<file path="src/rtl/key_input_pkg.sv">
// Shared types and constants for the confirm-button / switch input conditioner.
package key_input_pkg;

    // Conditioner FSM states; encoding is fixed so the state can be probed by value.
    typedef enum logic [2:0] {
        StIdle        = 3'd0,
        StPressWait   = 3'd1,
        StHeld        = 3'd2,
        StLongHeld    = 3'd3,
        StReleaseWait = 3'd4
    } state_e;

    // Largest switch value that is a legal BCD digit.
    localparam logic [3:0] BCD_MAX = 4'd9;

    // Defaults for a 50 MHz clock: 20 ms debounce, 2 s long press.
    localparam int unsigned DEBOUNCE_CYC_50MHZ = 1_000_000;
    localparam int unsigned LONG_CYC_50MHZ     = 100_000_000;

endpackage

</file>
<file path="src/rtl/sync_chain.sv">
// Plain multi-stage flop synchroniser with a configurable reset value.
module sync_chain #(
    parameter int unsigned      WIDTH   = 1,
    parameter int unsigned      STAGES  = 2,
    parameter logic [WIDTH-1:0] RST_VAL = '0
) (
    input  logic             clk,
    input  logic             rst,
    input  logic [WIDTH-1:0] d,
    output logic [WIDTH-1:0] q
);

    logic [WIDTH-1:0] stage [STAGES];

    // Shift the asynchronous input through STAGES flops.
    always_ff @(posedge clk or posedge rst) begin
        if (rst) begin
            for (int i = 0; i < int'(STAGES); i++) begin
                stage[i] <= RST_VAL;
            end
        end else begin
            stage[0] <= d;
            for (int i = 1; i < int'(STAGES); i++) begin
                stage[i] <= stage[i-1];
            end
        end
    end

    assign q = stage[STAGES-1];

endmodule

</file>
<file path="src/rtl/key_input_conditioner.sv">
// Synchronises and debounces the confirm button, captures the switch digit on each accepted
// press and emits one-cycle digit / long-press strobes for the lock FSM.
module key_input_conditioner
    import key_input_pkg::*;
#(
    parameter int unsigned SYNC_STAGES  = 2,
    parameter int unsigned DEBOUNCE_CYC = DEBOUNCE_CYC_50MHZ,
    parameter int unsigned LONG_CYC     = LONG_CYC_50MHZ,
    parameter int unsigned CNT_W        = 27
) (
    input  logic       clk,
    input  logic       rst,
    input  logic       btn_n,
    input  logic [3:0] sw_raw,
    output logic [3:0] digit,
    output logic       digit_valid,
    output logic       digit_invalid,
    output logic       long_press,
    output logic       btn_level
);

    localparam logic [CNT_W-1:0] CNT_ONE   = CNT_W'(1);
    localparam logic [CNT_W-1:0] DEB_LAST  = CNT_W'(DEBOUNCE_CYC - 1);
    localparam logic [CNT_W-1:0] LONG_LAST = CNT_W'(LONG_CYC - 1);

    logic             btn_s;
    logic [3:0]       sw_s;
    state_e           state;
    logic [CNT_W-1:0] cnt;
    logic [CNT_W-1:0] rcnt;
    logic             ret_long;  // state to resume if a release turns out to be a bounce

    // Button idles released (1) so reset does not look like a press.
    sync_chain #(
        .WIDTH   (1),
        .STAGES  (SYNC_STAGES),
        .RST_VAL (1'b1)
    ) u_btn_sync (
        .clk (clk),
        .rst (rst),
        .d   (btn_n),
        .q   (btn_s)
    );

    sync_chain #(
        .WIDTH   (4),
        .STAGES  (SYNC_STAGES),
        .RST_VAL (4'd0)
    ) u_sw_sync (
        .clk (clk),
        .rst (rst),
        .d   (sw_raw),
        .q   (sw_s)
    );

    // Debounce FSM with hold/release counters and registered outputs.
    always_ff @(posedge clk or posedge rst) begin
        if (rst) begin
            state         <= StIdle;
            cnt           <= '0;
            rcnt          <= '0;
            ret_long      <= 1'b0;
            digit         <= 4'd0;
            digit_valid   <= 1'b0;
            digit_invalid <= 1'b0;
            long_press    <= 1'b0;
            btn_level     <= 1'b0;
        end else begin
            digit_valid   <= 1'b0;
            digit_invalid <= 1'b0;
            long_press    <= 1'b0;
            unique case (state)
                StIdle: begin
                    if (!btn_s) begin
                        state <= StPressWait;
                        cnt   <= CNT_ONE;
                    end
                end
                StPressWait: begin
                    if (btn_s) begin
                        state <= StIdle;
                        cnt   <= '0;
                    end else if (cnt == DEB_LAST) begin
                        state         <= StHeld;
                        cnt           <= '0;
                        btn_level     <= 1'b1;
                        digit         <= sw_s;
                        digit_valid   <= (sw_s <= BCD_MAX);
                        digit_invalid <= (sw_s > BCD_MAX);
                    end else begin
                        cnt <= cnt + CNT_ONE;
                    end
                end
                StHeld: begin
                    // cnt is left frozen while the release is being qualified.
                    if (btn_s) begin
                        state    <= StReleaseWait;
                        rcnt     <= CNT_ONE;
                        ret_long <= 1'b0;
                    end else if (cnt == LONG_LAST) begin
                        state      <= StLongHeld;
                        long_press <= 1'b1;
                    end else begin
                        cnt <= cnt + CNT_ONE;
                    end
                end
                StLongHeld: begin
                    if (btn_s) begin
                        state    <= StReleaseWait;
                        rcnt     <= CNT_ONE;
                        ret_long <= 1'b1;
                    end
                end
                StReleaseWait: begin
                    if (!btn_s) begin
                        state <= ret_long ? StLongHeld : StHeld;
                        rcnt  <= '0;
                    end else if (rcnt == DEB_LAST) begin
                        state     <= StIdle;
                        btn_level <= 1'b0;
                        cnt       <= '0;
                        rcnt      <= '0;
                    end else begin
                        rcnt <= rcnt + CNT_ONE;
                    end
                end
                default: begin
                    state     <= StIdle;
                    cnt       <= '0;
                    rcnt      <= '0;
                    btn_level <= 1'b0;
                end
            endcase
        end
    end

endmodule

</file>
<file path="config.mk">
export PLATFORM = sky130hd
export DESIGN_NAME = key_input_conditioner
export DESIGN_NICKNAME = d
export VERILOG_FILES = /design/src/rtl/key_input_pkg.sv /design/src/rtl/sync_chain.sv /design/src/rtl/key_input_conditioner.sv
export SDC_FILE = /design/constraint.sdc
export NUM_CORES = 1
export LEC_CHECK = 0
export BUFFER_PORTS_ARGS = -buffer_cell sky130_fd_sc_hd__buf_2
export CORE_ASPECT_RATIO = 1.1
export CORE_MARGIN = 2
export CORE_UTILIZATION = 38
export CTS_BUF_LIST = sky130_fd_sc_hd__clkbuf_4 sky130_fd_sc_hd__clkbuf_8
export DETAILED_ROUTE_END_ITERATION = 8
export PLACE_DENSITY = 0.57
export SLEW_MARGIN = 20
export SYNTH_ARGS = -nofsm -noshare
export SYNTH_HDL_FRONTEND = slang
export SYNTH_SLANG_ARGS = --single-unit
</file>
<file path="constraint.sdc">
create_clock -name clk -period 3.35 [get_ports clk]
set_input_delay 0 -clock clk [delete_from_list [all_inputs] [get_ports clk]]
set_output_delay 0 -clock clk [all_outputs]
set_load 0.02 [all_outputs]
</file>
==> out/results.ini, run 1 <==
[placed_design]
gp_congestion = 0.776
place_ws_ns = 0.744
placed_cell_area_um2 = 4060
io_buffers = 14
dpl.hpwl_um = 5720

[global_route]
antenna_found_initial = 0
track_usage_pct = 16.8
globalRoute.totalOverflow = 0
grt_max_degree = 46
grt_pass1_vias = 3069
grt_pass1_wl_um = 14700

[worst_setup_path]
start_kind = register
r2r_slack_ns = 0.76
arrival_ns = 2.84
slowest_stage = dfrtp_1
cp.required_ns = 3.60
cp-end-kind = register
critPathKind = register to register
max_stage_delay_ns = 0.47
path_cells = nor4b_1 -> nand4_1 -> or4_4 -> a21oi_1 -> buf_4 -> o21ai_0 -> a22o_1
cp_max_fo = 15

[drt]
drcViolationCount = 0
drt_first_pass_iters = 4
routed_via_density = 5.54
ant_nets = 0
wirelength_um = 8470
drt_iter0_drc = 79
wl_per_cell_um = 15.5
vias = 3035

[synthesis]
netlist_instances = 399
async_flop_share_pct = 100
synth_area_leader_cell = dfrtp_1
synth_area_leaders = dfrtp_1 48%, o21ai_0 4.9%, nor2_1 3.8%
synth_warnings = 0
seq_area_frac_synth_pct = 49.1
synth-edff-count = 0
syn_nets = 408
synth-main-ff-cell = dfrtp_1
yosysTopAreaCellShare_pct = 47.7
synth_area_um2 = 3880
ys_seq_elements = 76
yosysUniqueCellTypes = 53
avgSynthCellArea_um2 = 9.73

[die]
dieArea_um2 = 11000
core_region_area_um2 = 9890
rows = 38
floorplan.die.width_um = 100
start_util_pct = 39.2
ioPinCount = 15
dieHeight_um = 110

[timing]
finClkSkew_ns = 0.0143
fin_hold_ws_ns = 0.282
rsz0062_at_grt = no
hold_viol_final = 0
max_slew.worst_pin.slew_ns = 0.815
period_needed_ns = 2.59
fin_tns_setup_ns = 0
max_slew_margin_pct = 45.2
post-route-period-util_pct = 77.4
fmax_mhz = 386
drv_slew = 0
setup_ws_ns = 0.758
setup_viol = 0

[finish]
layout_commonest_cell = dfrtp_1
drive_gt1_share_pct = 15.4
num_antenna_cells = 0
final_area_um2 = 4310
most-common-layout-cells = 74 x dfrtp_1, 39 x nor2_1, 38 x o21ai_0
layout.nets = 432
area_growth_pct = 11.1

[outcome]
status = complete, no violations

[cts]
clock_latency_ns = 0.36
clk_pin_slew_worst_paths_ns = 0.10
cts_setup_buffers = 0
tritoncts = built
htreeDepth = 3
cts.repair.resized = 0
holdBufCountCts = 6
clockRootBuffer = clkbuf_8
clockBufferDepth = 2
clock_sinks = 76
cts_inserted_buffers = 9

[flow_run]
max_cap_viol_count = 0

[pwr]
p_leak_nw = 1.95
powerDensity_nw_per_um2 = 408
max-vdd-ir-drop_mv = 0.192

[hold_path]
holdCritPathClass = input pin to register

## final timing paths
check,from,endpoint,depth (start not counted)
min reg2reg,u_sw_sync.stage[7]$_DFF_PP0_,u_sw_sync.q[3]$_DFF_PP0_,0
max in group asynchronous,rst,cnt[22]$_DFFE_PP0P_,4
max reg2reg,cnt[7]$_DFFE_PP0P_,cnt[20]$_DFFE_PP0P_,7
max,cnt[7]$_DFFE_PP0P_,cnt[20]$_DFFE_PP0P_,7
min,sw_raw[2],u_sw_sync.stage[6]$_DFF_PP0_,2
min in group asynchronous,rst,digit[3]$_DFFE_PP0P_,3
## kinds of logic (layout without fill, tap and decap cells)
group | count (synthesis) | count (layout) | synth area share [%]
simple gates | 177 | 177 | 25.0
compound gates | 99 | 99 | 16.7
flops | 76 | 76 | 49.1
buf+inv | 24 | 53 | 3.51
xor+xnor | 16 | 16 | 3.61
mux | 5 | 5 | 1.45
fa+ha+maj | 2 | 2 | 0.645
## Yosys cell counts (3+ instances only)
cell type	instances
a41oi_1	3
dfrtp_1	74
mux2_2	5
a31oi_1	8
a22o_1	15
nor4b_1	3
o31ai_1	3
nand3_1	15
nor2b_1	12
nand2b_1	10
and3_2	4
and3_1	11
a21oi_1	16
inv_1	8
nor3_1	11
nor4_1	10
buf_6	4
clkbuf_1	8
o21ai_0	38
and2_1	4
nor2_1	39
xor2_1	11
nand4_1	10
nand2_1	28
xnor2_1	5
o22ai_1	4
and4_1	3
## per-layer routing
metal | GRT usage (%) | vias up | share of wire, %
met2 | 28.6 | 25 | 49
met3 | 2.65 | 11 | 1.9
met5 | 0 | - | 0
met1 | 21.3 | 1488 | 47
li1 | - | 1511 | -
met4 | 6.95 | 0 | 1.9
## layout make-up
cell class,count,area (um^2)
Fill cell,954,5580
Sequential cell,76,1900
Multi-Input combinational cell,299,1840
Timing Repair Buffer,29,198
Tap cell,120,150
Clock buffer,9,124
Clock inverter,7,65.1
Inverter,8,31.3
## critical path, delay by kind of cell, from the launching register on
kind	cells	cell delay, ns
AOI/OAI and AO/OA	3	0.68
buffers and inverters	1	0.26
DFF	1	0.47
and+or+nand+nor	3	1.07
## state kept, by name, summed over array words and instances (netlist names), 3 cells and up
signal           count
cnt                 27
rcnt                27
digit                4
u_sw_sync.q          4
u_sw_sync.stage      4
state                3
## report_power, final
part / switching [W] / internal [W] / total, W
sequential: 0.0000198 / 0.000934 / 0.000953
clock: 0.000402 / 0.000289 / 0.000690
combinational: 0.0000726 / 0.0000427 / 0.000115
total: 0.000494 / 0.00126 / 0.00176
## metrics by stage
step	cells	total power [W]	util, %
floorplan	399	0.00106	-
global route	548	0.00183	43.6
finish	548	0.00176	43.6
CTS	548	0.00178	43.6
detailed placement	526	0.00109	41.1
global placement	526	0.00108	41.1
Note: power is estimated with default switching activity, not from simulation.
==> inputs of run 2 (changes only) <==
clock period = 2.4 ns   (was 3.35 ns; I/O delays follow)
==> out/results.ini, run 2 (synthesis gave the netlist of run 1 again) <==
[outcome]
status = complete, no violations

[finish]
drive_gt1_share_pct = 23.2  ; +7.8 points
num_antenna_cells = 0  ; unchanged
most-common-layout-cells = 74 x dfrtp_1, 39 x nor2_1, 33 x buf_4
area_growth_pct = 19.2
layout.nets = 461  ; +6.7%
layout_commonest_cell = dfrtp_1
num-fill-cells = 947  ; -0.73%
reg_top3 = cnt x27, rcnt x27

[timing]
post-route-period-util_pct = 99.9  ; +23 points
max_slew.worst_pin.slew_ns = 0.572  ; -0.243 ns
rsz0062_at_grt = yes
drv_slew = 0  ; unchanged
finClkSkew_ns = 0.0131  ; -0.00117 ns
fin_hold_ws_ns = 0.203  ; -0.0789 ns
setup_viol = 0  ; unchanged
hold_viol_final = 0  ; unchanged
fmax_mhz = 417  ; +8.1%
period_needed_ns = 2.40  ; -0.195 ns
setup_ws_ns = 0.00245  ; -0.755 ns
max_slew_margin_pct = 61.8  ; +17 points

[global_route]
globalRoute.totalOverflow = 0  ; unchanged
globalRoute.busiestLayer = met2
antenna_found_initial = 0  ; unchanged
gr-usage-met3_pct = 2.77  ; +0.13 points
grt_max_degree = 46  ; unchanged
grt_use_met1_pct = 21.6  ; +0.28 points
use_met2_pct = 27.1  ; -1.5 points
grt_pass1_vias = 3120  ; +1.7%
grt_pass1_wl_um = 14500  ; -1.4%
track_usage_pct = 16.8  ; +0.031 points

[drt]
wirelength_um = 9190  ; +8.4%
routed_via_density = 5.72  ; +3.4%
drt_iter0_drc = 132  ; +67%
drcViolationCount = 0  ; unchanged
ant_nets = 0  ; unchanged
drt_first_pass_iters = 4  ; unchanged
wl_per_cell_um = 15.9  ; +3.0%
vias = 3303  ; +8.8%

[cts]
clock_latency_ns = 0.37  ; about the same
cts_inserted_buffers = 9  ; unchanged
clockBufferDepth = 2  ; unchanged
clock_sinks = 76  ; unchanged
clk_pin_slew_worst_paths_ns = 0.10  ; about the same
clockRootBuffer = clkbuf_8
tritoncts = built
htreeDepth = 3  ; unchanged

[worst_setup_path]
worstRegToRegCells = 6  ; -1
start_kind = register
worstReg2RegStart = cnt[23]$_DFFE_PP0P_
r2r-end = cnt[13]$_DFFE_PP0P_
cp.required_ns = 2.69  ; -0.91 ns
cp_max_fo = 7  ; -8
cp-end-kind = register
r2r_slack_ns = 0.002  ; -0.76 ns
critPathLaunch = cnt[23]$_DFFE_PP0P_
arrival_ns = 2.69  ; -0.15 ns
crit_end = cnt[13]$_DFFE_PP0P_
critPathKind = register to register

[placed_design]
io_buffers = 14  ; unchanged
place_ws_ns = -0.0349  ; -0.778 ns
gp_congestion = 0.785  ; +1.1%
dpl.hpwl_um = 5780  ; +1.1%

[die]
core_region_area_um2 = 9890  ; unchanged
ioPinCount = 15  ; unchanged
rows = 38  ; unchanged
dieArea_um2 = 11000  ; unchanged
dieHeight_um = 110  ; unchanged
start_util_pct = 39.2  ; unchanged
floorplan.die.width_um = 100  ; unchanged

[pwr]
powerDensity_nw_per_um2 = 548  ; +34%
p_leak_nw = 2.13  ; +9.0%
max-vdd-ir-drop_mv = 0.237  ; +23%

[flow_run]
max_cap_viol_count = 0  ; unchanged

[hold_path]
holdCritPathClass = input pin to asynchronous set/reset pin

-- run 2: stage by stage --
step                instances  utilization [%]  area, um^2  power (W)  TNS [ns]
floorplan                 399                -        3880    0.00147         0
global placement          548             42.9        4240    0.00152  -0.00181
detailed placement        548             42.9        4240    0.00153   -0.0990
CTS                       570             45.6        4510    0.00254         0
global route              577             46.8        4630    0.00265     -1.10
finish                    577             46.8        4630    0.00254         0
-- run 2: power by group --
part           leakage [nW]  internal (W)  total, W  switching, W
Clock                 0.103      0.000417   0.00100      0.000583
Combinational         0.996     0.0000871  0.000215      0.000128
Sequential             1.03       0.00130   0.00132     0.0000205
Total                  2.13       0.00181   0.00254      0.000731
-- run 2: what timing repair did --
action,CTS,global route
pin swaps,2,8
hold buffers,6,0
buffers inserted,0,4
endpoints found under the setup margin,9,27
resized for setup,1,27
endpoints found under the hold margin,36,0
gates cloned,0,3
-- run 2: worst min path at each step --
stage          start                             to  slack, ns
3_3_place_gp     rst   u_sw_sync.stage[4]$_DFF_PP0_       0.08
5_1_grt          rst   u_sw_sync.stage[4]$_DFF_PP0_       0.26
6_report         rst   u_sw_sync.stage[4]$_DFF_PP0_       0.20
3_5_place_dp     rst   u_sw_sync.stage[4]$_DFF_PP0_       0.08
2_1_floorplan  btn_n  u_btn_sync.stage[1]$_DFF_PP1_      0.004
4_1_cts          rst   u_sw_sync.stage[4]$_DFF_PP0_       0.22
-- run 2: area by class of cell --
type	count	area [um^2]	area share, %
Inverter	8	31.3	0.676
Timing Repair Buffer	55	409	8.84
Sequential cell	76	1900	41.1
Clock buffer	9	124	2.68
Clock inverter	7	76.3	1.65
Multi-Input combinational cell	302	1930	41.8
Tap cell	120	150	3.24
-- run 2: metal layers --
| metal | up-vias | share of wire (%) |
|---|---|---|
| li1 | 1581 | - |
| met1 | 1645 | 45 |
| met2 | 60 | 50 |
| met3 | 17 | 2.9 |
| met4 | 0 | 2.0 |
| met5 | - | 0 |
-- run 2: worst max-delay path, cell delays in order, from the launching register on --
cell and delay (ns):
dfrtp_1 0.44, nand4_1 0.11, or4_1 0.41, or4_4 0.62, a221o_4 0.49, o21a_1 0.13
a21oi_2 0.12
==> inputs of run 3 (changes only) <==
RECOVER_POWER = 25   (was default)
SLEW_MARGIN = 25   (was 20)
==> out/results.ini, run 3 (synthesis gave the netlist of run 1 again) <==
[outcome]
status = complete, no violations

[timing]
drv_slew = 0  ; unchanged
fmax_mhz = 417  ; unchanged
max_slew_margin_pct = 2.73  ; -59 points
post-route-period-util_pct = 99.9  ; unchanged
setup_viol = 0  ; unchanged
finClkSkew_ns = 0.0131  ; unchanged
fin_tns_setup_ns = 0  ; unchanged
hold_viol_final = 0  ; unchanged
period_needed_ns = 2.40  ; unchanged
max_slew.worst_pin.slew_ns = 1.45  ; +0.879 ns
rsz0062_at_grt = yes

[pwr]
max-vdd-ir-drop_mv = 0.237  ; about the same
netSwitchingFraction_pct = 28.8  ; about the same
p_int_w = 0.00181  ; about the same
pwr-share-clk_pct = 39.4  ; about the same
p_leak_nw = 2.13  ; -0.18%
seqPwrFrac_pct = 52.1  ; about the same
power_frac_comb_pct = 8.5  ; about the same
powerDensity_nw_per_um2 = 549  ; about the same
power.switching_w = 0.000731  ; about the same

[hold_path]
holdCritPathClass = input pin to register
min-delay-start = sw_raw[2]

[drt]
wl_per_cell_um = 15.9  ; about the same
drcViolationCount = 0  ; unchanged
drt_iter0_drc = 132  ; unchanged
ant_nets = 0  ; unchanged
drt_first_pass_iters = 4  ; unchanged
routed_via_density = 5.72  ; unchanged
vias = 3303  ; unchanged
wirelength_um = 9180  ; about the same

[cts]
clock_sinks = 76  ; unchanged
clockRootBuffer = clkbuf_8
htreeDepth = 3  ; unchanged
clk_pin_slew_worst_paths_ns = 0.10  ; about the same
cts_inserted_buffers = 9  ; unchanged
clock_latency_ns = 0.37  ; about the same
clockBufferDepth = 2  ; unchanged
tritoncts = built

[die]
ioPinCount = 15  ; unchanged
rows = 38  ; unchanged
start_util_pct = 39.2  ; unchanged
dieHeight_um = 110  ; unchanged
core_region_area_um2 = 9890  ; unchanged
dieArea_um2 = 11000  ; unchanged
floorplan.die.width_um = 100  ; unchanged

[worst_setup_path]
critPathKind = register to register
start_kind = register
cp_top_family = simple AND/OR/NAND/NOR gates
path_cells = nand4_1 -> or4_1 -> or4_4 -> a221o_4 -> o21a_1 -> a21oi_2
cp_max_fo = 7  ; unchanged
worstReg2RegStart = cnt[23]$_DFFE_PP0P_
critPathLaunch = cnt[23]$_DFFE_PP0P_
arrival_ns = 2.69  ; about the same
max_stage_delay_ns = 0.62  ; about the same
critical_path_buf_inv_count = 0  ; unchanged
cp.required_ns = 2.69  ; about the same
cp-end-kind = register
slowest_stage = or4_4

[finish]
most-common-layout-cells = 74 x dfrtp_1, 39 x nor2_1, 33 x buf_4
layout_commonest_cell = dfrtp_1
area_growth_pct = 19.2  ; unchanged
num_antenna_cells = 0  ; unchanged
layout.nets = 461  ; unchanged
reg_top3 = cnt x27, rcnt x27
num-fill-cells = 947  ; unchanged
final_util_pct = 46.8  ; unchanged
drive_gt1_share_pct = 23.2  ; unchanged
final_area_um2 = 4630  ; unchanged

[global_route]
grt_pass1_vias = 3120  ; unchanged
globalRoute.totalOverflow = 0  ; unchanged
track_usage_pct = 16.8  ; unchanged
antenna_found_initial = 0  ; unchanged
grt_pass1_wl_um = 14500  ; unchanged
grt_max_degree = 46  ; unchanged

[placed_design]
io_buffers = 14  ; unchanged
placed_cell_area_um2 = 4240  ; unchanged
gp_congestion = 0.785  ; unchanged
dpl.hpwl_um = 5780  ; unchanged

[flow_run]
max_cap_viol_count = 0  ; unchanged

-- run 3: cell type report --
class	count	area [um^2]	share of cell area (%)
timing repair buffer	55	409	8.84
inverter	8	31.3	0.676
clock buffer	9	124	2.68
tap	120	150	3.24
sequential	76	1900	41.1
clock inverter	7	76.3	1.65
multi-input combinational	302	1930	41.8
-- run 3: path summary, 6_finish.rpt --
kind	endpoint	slack [ns]	cells past startpoint
worst max-delay path	cnt[13]$_DFFE_PP0P_	0.002	6
worst min-delay path	u_sw_sync.stage[6]$_DFF_PP0_	0.27	2
worst min register to register	u_sw_sync.q[1]$_DFF_PP0_	0.34	0
max in group asynchronous	u_btn_sync.q$_DFF_PP1_	1.02	4
min in group asynchronous	u_sw_sync.stage[4]$_DFF_PP0_	0.49	3
worst max register to register	cnt[13]$_DFFE_PP0P_	0.002	6
-- run 3: per-layer routing --
metal	track usage [%]	wire length [um]
met1	21.6	4150
met2	27.1	4590
met3	2.77	266
met4	9.30	184
met5	0	0
-- run 3: what timing repair did --
| action | in CTS | in global routing |
|---|---|---|
| hold buffers | 6 | 0 |
| gates resized for setup | 1 | 27 |
| gates cloned | 0 | 3 |
| buffers inserted | 0 | 4 |
| hold endpoints to repair | 36 | 0 |
| endpoints found under the setup margin | 9 | 27 |
| pin swaps | 2 | 8 |
-- run 3: power by group through the flow --
stage	combinational, W	clock [W]	sequential, W
6_report	0.000215	0.00100	0.00132
4_1_cts	0.000189	0.00102	0.00132
3_5_place_dp	0.000181	0	0.00135
2_1_floorplan	0.000131	0	0.00134
3_3_place_gp	0.000175	0	0.00135
5_1_grt	0.000245	0.00108	0.00133
-- run 3: worst reg2reg max path: cells and delay by family (launching register included) --
family	cells	cell delay, ns
AND/OR/NAND/NOR	3	1.14
AO/OA/AOI/OAI	3	0.74
flip-flops	1	0.44
-- run 3: metrics by stage --
stage	hold slack (ns)	setup WS, ns	std cells	total power [W]
after floorplan	0.00448	0.0000488	399	0.00147
after global placement	0.0760	-0.00166	548	0.00152
after detailed placement	0.0816	-0.0349	548	0.00153
after CTS	0.222	0.000311	570	0.00254
after global routing	0.271	-0.0778	577	0.00265
final	0.275	0.00245	577	0.00254
